==> src/rtl/key_led_n_if.sv <==
// key_led_n_if: key pins in, LED drive / press pulses / mode out.
// slave is the controller side, master is the board / driver side.
interface key_led_n_if #(
    parameter int KEY_NUM = 2
);
    logic [KEY_NUM-1:0]   key;
    logic [KEY_NUM-1:0]   led;
    logic [KEY_NUM-1:0]   key_press;
    logic [2*KEY_NUM-1:0] mode;

    modport master (
        output key,
        input  led,
        input  key_press,
        input  mode
    );

    modport slave (
        input  key,
        output led,
        output key_press,
        output mode
    );
endinterface

==> src/rtl/key_led_n.sv <==
// key_led_n: per-channel sync, debounce, press detect and an
// OFF -> ON -> BLINK mode cycle, with one shared blink phase.
module key_led_n #(
    parameter int KEY_NUM   = 2,
    parameter int DEB_CNT   = 1_000_000,
    parameter int BLINK_CNT = 25_000_000
) (
    input  logic        sys_clk,
    input  logic        sys_rst_n,
    key_led_n_if.slave  bus
);
    localparam int DW = $clog2(DEB_CNT + 1);
    localparam int BW = $clog2(BLINK_CNT);
    localparam logic [DW-1:0] DEB_LAST   = DW'(DEB_CNT - 1);
    localparam logic [BW-1:0] BLINK_LAST = BW'(BLINK_CNT - 1);

    typedef enum logic [1:0] {
        M_OFF   = 2'b00,
        M_ON    = 2'b01,
        M_BLINK = 2'b10
    } mode_e;

    logic [KEY_NUM-1:0] meta_q;
    logic [KEY_NUM-1:0] sync_q;
    logic [KEY_NUM-1:0] stable_q;
    logic [KEY_NUM-1:0] stable_d;
    logic [KEY_NUM-1:0] stable_dly_q;
    logic [KEY_NUM-1:0] press_d;
    logic [KEY_NUM-1:0] press_q;
    logic [KEY_NUM-1:0] led_q;
    logic [DW-1:0]      cnt_q [KEY_NUM];
    logic [DW-1:0]      cnt_d [KEY_NUM];
    mode_e              mode_q [KEY_NUM];
    logic [2*KEY_NUM-1:0] mode_flat;

    logic [BW-1:0] blink_cnt_q;
    logic          blink_phase_q;

    // Debounce: stable follows sync only after DEB_CNT differing samples.
    always_comb begin
        for (int i = 0; i < KEY_NUM; i++) begin
            cnt_d[i]    = cnt_q[i];
            stable_d[i] = stable_q[i];
            if (sync_q[i] == stable_q[i]) begin
                cnt_d[i] = '0;
            end else if (cnt_q[i] == DEB_LAST) begin
                stable_d[i] = sync_q[i];
                cnt_d[i]    = '0;
            end else begin
                cnt_d[i] = cnt_q[i] + DW'(1);
            end
        end
        press_d = stable_dly_q & ~stable_q;
    end

    // Two-flop synchroniser, debounce state and one-clock-late copy.
    always_ff @(posedge sys_clk or negedge sys_rst_n) begin
        if (!sys_rst_n) begin
            meta_q       <= '1;
            sync_q       <= '1;
            stable_q     <= '1;
            stable_dly_q <= '1;
            for (int i = 0; i < KEY_NUM; i++) begin
                cnt_q[i] <= '0;
            end
        end else begin
            meta_q       <= bus.key;
            sync_q       <= meta_q;
            stable_q     <= stable_d;
            stable_dly_q <= stable_q;
            for (int i = 0; i < KEY_NUM; i++) begin
                cnt_q[i] <= cnt_d[i];
            end
        end
    end

    // Free-running blink timer; phase flips on every wrap.
    always_ff @(posedge sys_clk or negedge sys_rst_n) begin
        if (!sys_rst_n) begin
            blink_cnt_q   <= '0;
            blink_phase_q <= 1'b0;
        end else if (blink_cnt_q == BLINK_LAST) begin
            blink_cnt_q   <= '0;
            blink_phase_q <= ~blink_phase_q;
        end else begin
            blink_cnt_q <= blink_cnt_q + BW'(1);
        end
    end

    // Mode FSM per channel with registered press pulse and LED drive.
    always_ff @(posedge sys_clk or negedge sys_rst_n) begin
        if (!sys_rst_n) begin
            press_q <= '0;
            led_q   <= '0;
            for (int i = 0; i < KEY_NUM; i++) begin
                mode_q[i] <= M_OFF;
            end
        end else begin
            press_q <= press_d;
            for (int i = 0; i < KEY_NUM; i++) begin
                led_q[i] <= (mode_q[i] == M_ON) ||
                            ((mode_q[i] == M_BLINK) && blink_phase_q);
                if (press_d[i]) begin
                    case (mode_q[i])
                        M_OFF:   mode_q[i] <= M_ON;
                        M_ON:    mode_q[i] <= M_BLINK;
                        default: mode_q[i] <= M_OFF;
                    endcase
                end
            end
        end
    end

    // Pack per-channel modes into the flat output bus.
    always_comb begin
        mode_flat = '0;
        for (int i = 0; i < KEY_NUM; i++) begin
            mode_flat[2*i +: 2] = mode_q[i];
        end
    end

    assign bus.led       = led_q;
    assign bus.key_press = press_q;
    assign bus.mode      = mode_flat;

endmodule

==> src/flat_wrapper.sv <==
// flat-port wrapper written by rule: the top's interface ports become plain ports
module key_led_n_flat 
#(
    parameter int KEY_NUM   = 2,
    parameter int DEB_CNT   = 1_000_000,
    parameter int BLINK_CNT = 25_000_000
)
  (sys_clk, sys_rst_n, bus_key, bus_led, bus_key_press, bus_mode);
  key_led_n_if #(.KEY_NUM(KEY_NUM)) bus_i ();
  input  logic sys_clk;
  input  logic sys_rst_n;
  input wire logic [$bits(bus_i.key)-1:0] bus_key;
  output wire logic [$bits(bus_i.led)-1:0] bus_led;
  output wire logic [$bits(bus_i.key_press)-1:0] bus_key_press;
  output wire logic [$bits(bus_i.mode)-1:0] bus_mode;
  assign bus_i.key = bus_key;
  assign bus_led = bus_i.led;
  assign bus_key_press = bus_i.key_press;
  assign bus_mode = bus_i.mode;
  key_led_n #(.KEY_NUM(KEY_NUM), .DEB_CNT(DEB_CNT), .BLINK_CNT(BLINK_CNT)) u_core (.sys_clk(sys_clk), .sys_rst_n(sys_rst_n), .bus(bus_i));
endmodule
==> config.mk <==
export PLATFORM = sky130hd
export DESIGN_NAME = key_led_n_flat
export DESIGN_NICKNAME = d
export VERILOG_FILES = /design/src/rtl/key_led_n_if.sv /design/src/rtl/key_led_n.sv /design/src/flat_wrapper.sv
export SDC_FILE = /design/constraint.sdc
export NUM_CORES = 1
export LEC_CHECK = 0
export CAP_MARGIN = 0
export CORE_MARGIN = 1.5
export CORE_UTILIZATION = 51
export CTS_CLUSTER_SIZE = 30
export DETAILED_ROUTE_END_ITERATION = 16
export GPL_TIMING_DRIVEN = 0
export HOLD_SLACK_MARGIN = 0.08
export PLACE_DENSITY = 0.72
export SYNTH_ARGS = -nofsm -noshare
export SYNTH_HDL_FRONTEND = slang
export SYNTH_SLANG_ARGS = --single-unit
==> constraint.sdc <==
create_clock -name sys_clk -period 1.59 [get_ports sys_clk]
set_input_delay 0.318 -clock sys_clk [delete_from_list [all_inputs] [get_ports sys_clk]]
set_output_delay 0.318 -clock sys_clk [all_outputs]
set_load 0.03 [all_outputs]
==> results of run 1 <==
## registers in the layout (all words and copies together), names as in the netlist
name / cells
u_core.stable_q: 2
u_core.cnt_q: 40
u_core.bus.led: 2
u_core.meta_q: 2
u_core.stable_dly_q: 2
u_core.bus.key_press: 2
u_core.blink_phase_q: 1
u_core.sync_q: 2
u_core.blink_cnt_q: 25
u_core.bus.mode: 4
## through the flow
step	setup slack, ns	area (um2)
finish	-0.145	4990
CTS	-0.183	4680
floorplan	-0.0679	3780
global route	-0.191	4990
global placement	-2.67	4010
detailed placement	-0.293	4040
## final cells by class
type                       count  area share (%)
multi-input combinational    248            39.6
buffer                         5            1.38
timing repair buffer          51            9.91
clock inverter                 7            2.13
tap                           99            2.48
sequential                    82            41.4
inverter                       8           0.602
clock buffer                   9            2.48
## critical path: cells and delay by family, from the launching register on
family | cells | cell delay (ns)
adders and majority gates | 1 | 0.19
buffers and inverters | 2 | 0.31
DFF | 1 | 0.39
and+or+nand+nor | 5 | 0.79
## logic make-up (layout without fill, tap and decap cells)
| family | count (synthesis) | count (layout) | share of synthesized area (%) |
|---|---|---|---|
| mux | 9 | 9 | 2.56 |
| xor+xnor | 57 | 57 | 13.3 |
| buf+inv | 14 | 80 | 2.23 |
| simple gates | 176 | 176 | 25.6 |
| flops | 82 | 82 | 54.9 |
| fa+ha+maj | 3 | 3 | 0.999 |
| compound gates | 3 | 3 | 0.400 |
## timing repair
action / in CTS / in global routing
gates resized for setup: 62 / 58
hold buffers: 1 / 0
buffers inserted: 22 / 13
endpoints found under the hold margin: 26 / 0
gates cloned: 3 / 0
endpoints found under the setup margin: 66 / 58
pin swaps: 33 / 23
## path summary, 6_finish.rpt
check,start,to,slack [ns],cells past startpoint
worst max register to register,u_core.cnt_q[1]$_DFF_PN0_,u_core.cnt_q[11]$_DFF_PN0_,-0.15,8
min in group asynchronous,sys_rst_n,u_core.blink_cnt_q[10]$_DFF_PN0_,0.43,2
worst min-delay path,bus_key[0],u_core.meta_q[0]$_DFF_PN1_,0.36,1
worst max-delay path,u_core.cnt_q[1]$_DFF_PN0_,u_core.cnt_q[11]$_DFF_PN0_,-0.15,8
worst min register to register,u_core.meta_q[1]$_DFF_PN1_,u_core.sync_q[1]$_DFF_PN1_,0.36,0
max in group asynchronous,sys_rst_n,u_core.stable_dly_q[1]$_DFF_PN1_,0.51,3
## routing by layer
metal	global-route usage [%]	part of all wire, %
met1	26.0	44
met2	31.3	52
met3	3.08	2.2
met4	7.67	1.6
met5	0	0
## power by group
part | switching, mW | internal, mW
registers | 0.0130 | 2.11
logic | 0.108 | 0.0837
clock network | 0.844 | 0.918
## cell usage in the layout (no fill, tap or decap), types with 3 or more instances in the layout
cell / n
nand2_1: 26
clkbuf_8: 9
nand2b_1: 3
xor2_1: 27
nor2_1: 21
dfstp_2: 8
buf_6: 10
nand3_2: 3
nor2_4: 23
and3_4: 6
dfrtp_1: 71
nor2_2: 21
and4_1: 3
xnor2_1: 27
nand3_1: 16
mux2i_1: 4
dfrtp_2: 3
nor3_2: 3
buf_4: 29
buf_16: 3
nor4_4: 4
xor2_2: 3
nor3_1: 4
mux2_2: 3
inv_6: 4
inv_1: 8
ha_2: 3
nand4_1: 15
and3_1: 6
dlygate4sd2_1: 8
==> reports/summary.txt, run 1 <==
Run status - complete, but fails checks
Violations in the final reports - negative setup slack
Syn nets - 351
Data arrival at the endpoint of the critical path - 2.02 ns
Antenna Diode Count - 0
Inst Count DP - 455
Clock network latency to the later pin of the worst-skew pair - 0.36 ns
Global-route usage over all layers - 19.3%
Layout cells sized above 1 - 38.3%
Final Cycle Share - 109%
Number of design rule violations left after detail routing - 0
Max_slew headroom - 72.2%
Floorplan Core Area - 0.00718 mm2
Top achievable clock speed - 576 MHz
List of cells traversed by the critical path - ha_2 -> and3_4 -> and3_4 -> and4_4 -> or2_1 -> buf_6 -> buf_8 -> nor2_4
Count of synthesis-stage warnings from yosys - 0
HPWL reported at the end of detailed placement - 4150 um
Final worst setup slack - -0.145 ns
Synth unique cells - 38
Antenna violations before repair - 0
Number of iterations in the first detailed-routing pass - 4
Via-per-instance ratio - 5.36
DRT iter0 DRCs - 112
Share of the synthesized area in the top cell type - 49.3%
Delay contributed by the slowest stage of the critical path - 0.39 ns
Maximum fanout count along the critical path - 7
Deepest clock path buffer count - 2
Die footprint - 0.00789 mm2
Fin Setup TNS - -4.23 ns
GR Overflow Total - 0
Starting density of the core - 52.3%
Filler cell count - 487
Largest net degree at the start of global routing - 53
Final nets - 412
Area leader, netlist - dfrtp_1
#FFs+latches synth - 82
Type of the worst setup path - flop to flop
Most frequent cell on the critical path - and3_4
Final weighted congestion of routability-driven global placement - 0.773
Final core utilization - 69.5%
Leading cell types by total area after synthesis - dfrtp_1, xor2_1, nor2_1
Number of CTS-inserted buffers - 9
Final routed wirelength across all metal layers - 7870 um
Final critical path time including I/O delays and setup - 1.74 ns
Part of the Yosys area used for sequential elements - 54.9%
Fraction of registers with async set/reset - 100%
Prevailing post-synth register cell - dfrtp_1
Clock tree root buffer cell - clkbuf_8
Total design power - 4.07 mW
Top cells by instance count after synthesis - dfrtp_1, nor2_1, xor2_1
Required time of the critical path - 1.87 ns
Final routed wire length divided by cell count - 15.5 um
Syn-to-layout area delta - 32.7%
Count of pins over their slew limit - 0
Critical path launch point type - flop
Count of final hold-check violations - 0
Sequential cell area - 0.00207 mm2
Leakage dissipation - 2.17 nW
Cell count after synthesis - 344
Tightest hold margin - 0.358 ns
Placement row count - 31
Mapped cell area - 0.00376 mm2
CTS tree - built
Wire length of the first global-routing pass - 11,600 um
Post-detailed-route count of antenna-violating nets - 0
Die boundary height - 88.8 um
Sinks on Clock Net - 82
Kind of capture point of the worst setup path - flop
Final number of setup-violating endpoints - 45
Max Cap Viol - 0
Setup repair after global routing missed its margin - true
Worst IR Drop VDD - 0.681 mV
Power Dens Cells - 817 mW/mm2
Number of global-route vias before repair - 2,545
Max stage delay cell, worst path - dfrtp_1
Total area of multi-input combinational cells - 0.00197 mm2
CTS clock-pin slew for the worst setup and hold paths - 0.10 ns
Most frequently used cell type in the post-synthesis netlist - dfrtp_1
H-tree levels - 3
Post-Synthesis Mean Instance Area - 10.9 um2
Buffers added on ports - 11
Path type of the worst min-delay path - primary input to flop
Setup skew after layout - 0.0114 ns
# IOs - 12
Transition time at the pin with the least slew margin - 0.417 ns
Fin cells - 509
EDFF count, synth - 0
Total number of vias - 2,730
Die width - 88.8 um
(Power assumes the default switching activity.)
==> run 2, diff against run 1 <==
==> constraint.sdc (replaced) <==
create_clock -name sys_clk -period 1.59 [get_ports sys_clk]
set_input_delay 0.2385 -clock sys_clk [delete_from_list [all_inputs] [get_ports sys_clk]]
set_output_delay 0.2385 -clock sys_clk [all_outputs]
set_load 0.03 [all_outputs]
==> run 2 against run 1 <==
The run still ends with negative setup slack left; via count increased by 0.33%; clock power about the same; combinational power hardly changed; hold slack lost 0.084 ns; design area is essentially flat; flip-flop and latch count stayed put; largest cell class unchanged.
==> reports/summary.txt, run 2 (same netlist as run 1, synthesis figures left out) <==
Die width - 88.8 um (unchanged)
Antenna violations before repair - 0 (unchanged)
Final nets - 416 (+0.97%)
Filler cell count - 479 (-1.6%)
Final Cycle Share - 109% (-0.16 points)
Critical path's top delay family - simple AND/OR/NAND/NOR gates
Clock share of power - 43.1% (-0.2 points)
Maximum fanout count along the critical path - 7 (unchanged)
Clock network latency to the later pin of the worst-skew pair - 0.36 ns (about the same)
GR Overflow Total - 0 (unchanged)
Length in cells of the worst reg-to-reg path - 8 (unchanged)
Die boundary height - 88.8 um (unchanged)
Top achievable clock speed - 577 MHz (+0.15%)
Clock tree root buffer cell - clkbuf_8
Total number of vias - 2,739 (+0.33%)
Data arrival at the endpoint of the critical path - 2.01 ns (about the same)
Largest net degree at the start of global routing - 53 (unchanged)
Violations in the final reports - negative setup slack
Max stage delay cell, worst path - dfrtp_1
Most common cell after layout, fill and taps aside - dfrtp_1
Leakage dissipation - 2.23 nW (+2.8%)
Top library cells by usage in the layout, fill and taps aside - dfrtp_1, buf_4, nor2_1
# IOs - 12 (unchanged)
Fin cells - 513 (+0.79%)
Worst hold path depth - 1 (unchanged)
H-tree levels - 3 (unchanged)
CTS clock-pin slew for the worst setup and hold paths - 0.10 ns (about the same)
Most frequent cell on the critical path - and3_4
Transition time at the pin with the least slew margin - 0.423 ns (+0.00616 ns)
Placement row count - 31 (unchanged)
Required time of the critical path - 1.87 ns (about the same)
Top register by number of flip-flops - u_core.cnt_q
Switching power total - 0.957 mW (-0.86%)
Proportion of total power due to net switching - 23.5% (-0.16 points)
Floorplan Core Area - 0.00718 mm2 (unchanged)
Final weighted congestion of routability-driven global placement - 0.773 (unchanged)
Layout cells sized above 1 - 37.9% (-0.37 points)
Deepest clock path buffer count - 2 (unchanged)
Count of pins over their slew limit - 0 (unchanged)
Syn-to-layout area delta - 32.8% (about the same)
Tightest hold margin - 0.274 ns (-0.0841 ns)
HPWL reported at the end of detailed placement - 4150 um (unchanged)
Via-per-instance ratio - 5.34 (-0.45%)
Max Cap Viol - 0 (unchanged)
Wire length of the first global-routing pass - 11,500 um (-1.2%)
Delay contributed by the slowest stage of the critical path - 0.39 ns (about the same)
Worst path depth - 8 (unchanged)
Critical path launch point type - flop
Buffers added on ports - 11 (unchanged)
Critical path buffer and inverter count - 2 (unchanged)
Setup skew after layout - 0.0135 ns (+0.00214 ns)
Global-route usage over all layers - 19.0% (-0.29 points)
Sequential fraction of design power - 52.1% (about the same)
Count of final hold-check violations - 0 (unchanged)
DRT iter0 DRCs - 99 (-12%)
CTS tree - built
Number of design rule violations left after detail routing - 0 (unchanged)
Max reg flops - 40 (unchanged)
Max_slew headroom - 71.8% (-0.41 points)
Int Pwr - 3.11 mW (about the same)
Number of global-route vias before repair - 2,519 (-1.0%)
Antenna Diode Count - 0 (unchanged)
Inst Count DP - 455 (unchanged)
Starting density of the core - 52.3% (unchanged)
Setup WS pre-CTS - -0.293 ns (unchanged)
Final critical path time including I/O delays and setup - 1.73 ns (-0.00253 ns)
Power Dens Cells - 815 mW/mm2 (-0.26%)
Die footprint - 0.00789 mm2 (unchanged)
Final worst setup slack - -0.143 ns (+0.00253 ns)
Number of CTS-inserted buffers - 9 (unchanged)
Post-detailed-route count of antenna-violating nets - 0 (unchanged)
Path type of the worst min-delay path - primary input to flop
Worst IR Drop VDD - 0.677 mV (-0.62%)
Total design power - 4.06 mW (-0.21%)
Sinks on Clock Net - 82 (unchanged)
Final number of setup-violating endpoints - 47 (+4.4%)
Type of the worst setup path - flop to flop
Kind of capture point of the worst setup path - flop
Run status - complete, but fails checks
List of cells traversed by the critical path - ha_2 -> and3_4 -> and3_4 -> and4_4 -> or2_1 -> buf_6 -> buf_8 -> nor2_4
Setup repair after global routing missed its margin - true
Number of iterations in the first detailed-routing pass - 4 (unchanged)
Final routed wire length divided by cell count - 15.7 um (+1.5%)
Final routed wirelength across all metal layers - 8050 um (+2.3%)
Final core utilization - 69.5% (about the same)
Comb power frac - 4.7% (about the same)
## run 2: cell count changes in the layout (fill, tap and decap cells not counted), moves of 2 or more
cell    delta
nor2_2     -2
nor2_4     -6
nor2_1     +8
buf_4      +4
## run 2: worst paths after layout
| path | startpoint | to | slack (ns) |
|---|---|---|---|
| max in group asynchronous | sys_rst_n | u_core.meta_q[1]$_DFF_PN1_ | 0.58 |
| worst min register to register | u_core.meta_q[1]$_DFF_PN1_ | u_core.sync_q[1]$_DFF_PN1_ | 0.36 |
| min in group asynchronous | sys_rst_n | u_core.bus.key_press[0]$_DFF_PN0_ | 0.36 |
| worst max-delay path | u_core.cnt_q[1]$_DFF_PN0_ | u_core.cnt_q[11]$_DFF_PN0_ | -0.14 |
| worst max register to register | u_core.cnt_q[1]$_DFF_PN0_ | u_core.cnt_q[11]$_DFF_PN0_ | -0.14 |
| worst min-delay path | bus_key[0] | u_core.meta_q[0]$_DFF_PN1_ | 0.27 |
## run 2: layout make-up
type	count	area, um2	area share, %
Buffer	5	63.8	1.28
Clock buffer	9	124	2.48
Sequential cell	82	2070	41.4
Multi-Input combinational cell	248	1950	39.1
Inverter	8	30.0	0.602
Timing Repair Buffer	55	522	10.5
Clock inverter	7	106	2.13
Tap cell	99	124	2.48
## run 2: routing by layer
| layer | wire, um | share of wire [%] | vias up | global-route usage, % |
|---|---|---|---|---|
| li1 | - | - | 1287 | - |
| met1 | 3520 | 44 | 1402 | 25.8 |
| met2 | 4220 | 52 | 43 | 30.2 |
| met3 | 212 | 2.6 | 7 | 3.26 |
| met4 | 95 | 1.2 | 0 | 7.95 |
| met5 | 0 | 0 | - | 0 |
## run 2: per-stage QoR
step | instance area (um2) | TNS (ns)
after global routing | 4990 | -8.19
after floorplan | 3780 | -0.658
after detailed placement | 4040 | -8.28
after global placement | 4010 | -212.60
after CTS | 4620 | -3.76
final | 4990 | -4.52
## run 2: what timing repair did
item | CTS | global route
resized for setup | 52 | 59
endpoints found under the hold margin | 26 | 0
setup endpoints to repair | 66 | 58
hold buffers | 1 | 0
pin swaps | 30 | 22
buffers inserted | 22 | 17
gates cloned | 2 | 1
## run 2: power by group through the flow
stage / clock network [mW] / logic [mW] / registers (mW)
floorplan: 0 / 0.0437 / 2.16
global placement: 0 / 0.101 / 2.16
detailed placement: 0 / 0.110 / 2.16
CTS: 1.78 / 0.165 / 2.12
global route: 1.87 / 0.212 / 2.12
finish: 1.75 / 0.193 / 2.12
==> RTL edit 1: new RTL, settings of run 2 <==
`BLINK_CNT` is set to 25_000_000 in 2 places; all go to 100_000_000.
--- a/src/rtl/key_led_n.sv
+++ b/src/rtl/key_led_n.sv
@@ -3,7 +3,7 @@
 module key_led_n #(
     parameter int KEY_NUM   = 2,
     parameter int DEB_CNT   = 1_000_000,
-    parameter int BLINK_CNT = 25_000_000
+    parameter int BLINK_CNT = 100_000_000
 ) (
     input  logic        sys_clk,
     input  logic        sys_rst_n,
--- a/src/flat_wrapper.sv
+++ b/src/flat_wrapper.sv
@@ -3,7 +3,7 @@
 #(
     parameter int KEY_NUM   = 2,
     parameter int DEB_CNT   = 1_000_000,
-    parameter int BLINK_CNT = 25_000_000
+    parameter int BLINK_CNT = 100_000_000
 )
   (sys_clk, sys_rst_n, bus_key, bus_led, bus_key_press, bus_mode);
   key_led_n_if #(.KEY_NUM(KEY_NUM)) bus_i ();
Behaviour: no difference found for any inputs over 10 cycles, from zero or initial values and one cycle with sys_rst_n low; that may be too few to reach the edited logic, so the function may still have changed.
==> RTL edit 1 against run 2 <==
  * The run still ends with negative setup slack left
  * Design area rose by 8.7%
  * Maximum frequency decreased by 14%
  * Largest power group unchanged
  * Sequential cell count rose by 2
  * Worst hold slack gained 0.0021 ns
  * Wire length up 22%
  * Setup slack got worse by 0.29 ns
  * First-iteration DRC count decreased by 20%
  * Synthesized cell count grew 11%
  * Via count is 20% higher
  * Power shrank 1.0%
  * Critical endpoint is now u_core.stable_q[0]
  * Die area rose by 3.7%
  * Non-clock buffer count increased by 23
  * Synthesized area up 3.9%
==> RTL edit 1: results (changes against run 2) <==
* Run status: complete, but fails checks (unchanged)
* Violations in the final reports: negative setup slack (unchanged)
* Number of flip-flops under the largest register name at 40 (unchanged)
* Routed Wire Length at 9840 um (was 8050 um)
* Fraction of the mapped netlist area in compound gates at 7.50% (was 0.400%)
* XOR/XNOR Fraction of Synth Area at 9.20% (was 13.3%)
* Synthesis warning total at 0 (unchanged)
* Post-synthesis adder-cell area fraction at 0.962% (was 0.999%)
* List of most frequent post-synthesis cells: dfrtp_1, nor2_1, nand2_1, nand3_1, xor2_1 (was dfrtp_1, nor2_1, xor2_1, nand2_1, xnor2_1)
* Final-stage net count at 472 (was 416)
* Worst IR drop on VDD at 0.538 mV (was 0.677 mV)
* Avg WL per Cell at 17.3 um (was 15.7 um)
* Clock Skew at 0.0133 ns (was 0.0135 ns)
* Mapped Cells at 381 (was 344)
* Total track usage at 21.4% (was 19.0%)
* CTS HTree Levels at 3 (unchanged)
* Number of DRC markers in iteration 0 at 79 (was 99)
* Mapped Nets at 388 (was 351)
* Estimated wirelength of the detail-placed design at 4770 um (was 4150 um)
* Dominant cells by area after synthesis: dfrtp_1, dfstp_2, xor2_1 (was dfrtp_1, xor2_1, nor2_1)
* Proportion of synthesized area in mux cells at 1.67% (was 2.56%)
* Post-placement cell count at 492 (was 455)
* Wire length of the first global-routing pass at 14,000 um (was 11,500 um)
* # setup viols final at 53 (was 47)
* Total Neg Setup Slack at -12.47 ns (was -4.52 ns)
* Relative max-transition margin at 73.1% (was 71.8%)
* Setup WS pre-CTS at -0.584 ns (was -0.293 ns)
* Arr. time, crit path at 2.31 ns (was 2.01 ns)
* Met1 routed wirelength after detailed routing at 4210 um (was 3520 um)
* Filler Cells Inserted at 471 (was 479)
* Met2 wirelength from detailed routing at 5070 um (was 4220 um)
* Routability-driven placement congestion ratio at 0.761 (was 0.773)
* Share of the yosys chip area belonging to registers at 54.1% (was 54.9%)
* Fraction of final layout cells sized beyond drive strength 1 at 38.9% (was 37.9%)
* Total of buffers placed on input and output ports at 11 (unchanged)
* Vias per inst at 5.77 (was 5.34)
* Setup WS post-layout at -0.435 ns (was -0.143 ns)
## RTL edit 1: what timing repair did
| action | in CTS | in global routing |
|---|---|---|
| setup buffers | 38 | 20 |
| hold endpoints to repair | 25 | 0 |
| gates resized for setup | 35 | 105 |
| cloned | 3 | 1 |
| pin swaps | 21 | 29 |
| hold buffers | 1 | 0 |
| endpoints found under the setup margin | 62 | 61 |
## RTL edit 1: worst paths after layout
check,from,end,slack [ns],depth (start not counted)
setup / recovery,u_core.cnt_q[35],u_core.stable_q[0],-0.43,4
hold / removal,bus_key[1],u_core.meta_q[1],0.28,1
setup reg to reg,u_core.cnt_q[35],u_core.stable_q[0],-0.43,4
hold reg to reg,u_core.meta_q[1],u_core.sync_q[1],0.36,0
max in group asynchronous,sys_rst_n,u_core.stable_q[0],0.60,3
min in group asynchronous,sys_rst_n,u_core.cnt_q[19],0.34,2
## RTL edit 1: critical path, stage by stage, from the launching register on
cell	delay [ns]
dfrtp_1	0.41
or4_4	0.50
or4_4	0.57
nor2_1	0.12
mux2_2	0.36
## RTL edit 1: through the flow
step,instance area (sq um),total power (uW)
2_1_floorplan,3990,2260
3_3_place_gp,4220,2320
3_5_place_dp,4250,2330
4_1_cts,4900,4000
5_1_grt,5420,4160
6_report,5420,4020
## RTL edit 1: report_power, final
| part | leakage (uW) | switching (uW) | internal [uW] | total [uW] |
|---|---|---|---|---|
| Clock | 0.000109 | 795 | 879 | 1670 |
| Combinational | 0.00111 | 103 | 70.2 | 173 |
| Sequential | 0.00111 | 19.9 | 2160 | 2180 |
| Total | 0.00232 | 918 | 3110 | 4020 |
## RTL edit 1: final cells by class
cell class                      instances  area [sq um]  area share (%)
Clock inverter                          7          91.3            1.68
Clock buffer                            9           124            2.28
Sequential cell                        84          2130            39.3
Multi-Input combinational cell        278          2160            39.8
Inverter                                9          36.3           0.669
Timing Repair Buffer                   75           688            12.7
Tap cell                               99           124            2.28
Buffer                                  8          73.8            1.36
## RTL edit 1: logic make-up (layout without fill, tap and decap cells)
| family | after synthesis | count (layout) |
|---|---|---|
| AND/OR/NAND/NOR | 180 | 180 |
| flip-flops | 84 | 84 |
| AO/OA/AOI/OAI | 48 | 48 |
| XOR/XNOR | 41 | 41 |
| buffers and inverters | 19 | 108 |
| multiplexers | 6 | 6 |
| adder cells (fa/ha/maj) | 3 | 3 |
## RTL edit 1: per-layer routing
layer / vias up / track usage [%]
li1: 1540 / -
met1: 1660 / 25.9
met2: 67 / 36.2
met3: 18 / 6.14
met4: 0 / 7.67
met5: - / 0
==> RTL edit 2: new RTL, flow settings as in run 2 <==
Made on the original files. Make the reset (`sys_rst_n`) synchronous in 3 clocked blocks.
--- a/src/rtl/key_led_n.sv
+++ b/src/rtl/key_led_n.sv
@@ -54,7 +54,7 @@
     end
 
     // Two-flop synchroniser, debounce state and one-clock-late copy.
-    always_ff @(posedge sys_clk or negedge sys_rst_n) begin
+    always_ff @(posedge sys_clk) begin
         if (!sys_rst_n) begin
             meta_q       <= '1;
             sync_q       <= '1;
@@ -75,7 +75,7 @@
     end
 
     // Free-running blink timer; phase flips on every wrap.
-    always_ff @(posedge sys_clk or negedge sys_rst_n) begin
+    always_ff @(posedge sys_clk) begin
         if (!sys_rst_n) begin
             blink_cnt_q   <= '0;
             blink_phase_q <= 1'b0;
@@ -88,7 +88,7 @@
     end
 
     // Mode FSM per channel with registered press pulse and LED drive.
-    always_ff @(posedge sys_clk or negedge sys_rst_n) begin
+    always_ff @(posedge sys_clk) begin
         if (!sys_rst_n) begin
             press_q <= '0;
             led_q   <= '0;
Check against the original RTL: same outputs for any inputs over 10 cycles, from zero or initial values and one cycle with sys_rst_n low; that may be too few to reach the edited logic, so the function may still have changed.
==> RTL edit 2 against run 2 <==
  * The flow still finishes with violations (negative setup slack)
  * Sequential power fell by 2%
  * Wire length grew 9.3%
  * Synthesized area down 5.2%
  * Highest routed layer unchanged
  * First-iteration DRC count shrank 7.1%
  * Clock power is 26% lower
  * Design area is 3.0% lower
  * Power is 13% lower
  * Setup slack lost 0.11 ns
  * Die area fell by 5.0%
  * Sequential cell count stayed put
  * Count of clock-buffer cells in the layout unchanged
==> RTL edit 2: results (changes against run 2) <==
* Run status: complete, but fails checks (unchanged)
* Violations in the final reports: negative setup slack (unchanged)
* Mapped Cells at 400 (was 344)
* Maximum number of pins on one net before global-route repair at 14 (was 53)
* Dominant cells by area after synthesis: dfxtp_1, nor2_1, xor2_1 (was dfrtp_1, xor2_1, nor2_1)
* Estimated wirelength of the detail-placed design at 4720 um (was 4150 um)
* Worst-case hold path end point: u_core.sync_q[0] (was u_core.meta_q[0])
* Proportion of synthesized area in mux cells at 0.316% (was 2.56%)
* Static Leak at 0.00167 uW (was 0.00223 uW)
* List of most frequent post-synthesis cells: dfxtp_1, nor2_1, nand2_1, a21oi_1, xor2_1 (was dfrtp_1, nor2_1, xor2_1, nand2_1, xnor2_1)
* Mapped Nets at 407 (was 351)
* Worst Hold Launch: u_core.meta_q[0] (was bus_key[0])
* CP max stage cell: or4_4 (was dfrtp_1)
* Highest cell delay on the worst timing path at 0.47 ns (was 0.39 ns)
* Arr. time, crit path at 2.12 ns (was 2.01 ns)
* Number of DRC markers in iteration 0 at 92 (was 99)
* Clock latency at the later pin of the worst-skew pair at 0.34 ns (was 0.36 ns)
* Number of synthesized flops with an enable pin at 3 (was 0)
* Wire length of the first global-routing pass at 13,200 um (was 11,500 um)
* Clk slew on worst S/H paths at 0.08 ns (was 0.10 ns)
* Setup WS post-layout at -0.251 ns (was -0.143 ns)
* Fraction of the mapped netlist area in compound gates at 9.28% (was 0.400%)
* Reg2Reg Launch Point: u_core.blink_cnt_q[10] (was u_core.cnt_q[1])
* WL met3 at 234 um (was 212 um)
* Vias in the first global route at 2,987 (was 2,519)
* Met2 wirelength from detailed routing at 4370 um (was 4220 um)
* Fraction of synthesis flops using an asynchronous set or reset pin at 0% (was 100%)
* Routability-driven placement congestion ratio at 0.855 (was 0.773)
* Hold Slack at 0.420 ns (was 0.274 ns)
* Via count at 3,172 (was 2,739)
* Clock Skew at 0.00802 ns (was 0.0135 ns)
* Least-Margin Pin Slew at 0.434 ns (was 0.423 ns)
* Post-placement cell count at 491 (was 455)
* Share of total power consumed by net switching at 23.7% (was 23.5%)
* Worst reg-to-reg path cell count at 5 (was 8)
* # setup viols final at 38 (was 47)
* XOR/XNOR Fraction of Synth Area at 9.35% (was 13.3%)
* Worst IR drop on VDD at 0.578 mV (was 0.677 mV)
* Routed Wire Length at 8790 um (was 8050 um)
* Post-synthesis adder-cell area fraction at 1.05% (was 0.999%)
* Share of the yosys chip area belonging to registers at 46.9% (was 54.9%)
* Placed Instance Area at 3820 sq um (was 4040 sq um)
* Signed area change from the synthesized netlist to the final layout at 35.9% (was 32.8%)
* Count of placed standard cells in the final layout, fillers left out at 549 (was 513)
* Filler Cells Inserted at 500 (was 479)
* Final-stage net count at 472 (was 416)
* Met1 routed wirelength after detailed routing at 3890 um (was 3520 um)
* Count of distinct cell types in the synthesized netlist at 44 (was 38)
## RTL edit 2: stage by stage
stage                     TNS [ns]  setup WS (ns)  total power (uW)
after floorplan              -1.09         -0.164              2190
after global placement      -10.06         -0.270              2220
after detailed placement    -10.75         -0.313              2220
after CTS                    -4.51         -0.208              3510
after global routing         -6.67         -0.279              3650
final                        -4.11         -0.251              3520
## RTL edit 2: layout make-up
| cell class | instances | share of cell area (%) |
|---|---|---|
| Timing Repair Buffer | 59 | 11.7 |
| Buffer | 10 | 1.99 |
| Tap cell | 80 | 2.07 |
| Clock buffer | 9 | 2.56 |
| Sequential cell | 82 | 35.8 |
| Multi-Input combinational cell | 291 | 44.2 |
| Inverter | 12 | 0.930 |
| Clock inverter | 6 | 0.724 |
## RTL edit 2: power groups by stage
stage / Combinational, uW / Clock, uW / Sequential [uW]
after floorplan: 43.2 / 0 / 2150
after global placement: 76.2 / 0 / 2140
after detailed placement: 77.2 / 0 / 2140
after CTS: 116 / 1310 / 2090
after global routing: 158 / 1410 / 2080
final: 146 / 1290 / 2080
## RTL edit 2: routing by layer
| layer | GRT usage, % | up-vias |
|---|---|---|
| met5 | 0 | - |
| met4 | 11.7 | 0 |
| met3 | 4.10 | 30 |
| met2 | 36.9 | 73 |
| met1 | 27.7 | 1509 |
| li1 | - | 1560 |
## RTL edit 2: what timing repair did
item / 4_1_cts / 5_1_grt
pin swaps: 21 / 31
gates resized for setup: 70 / 83
cloned: 4 / 0
endpoints found under the hold margin: 0 / 0
endpoints found under the setup margin: 65 / 65
buffers inserted: 31 / 16
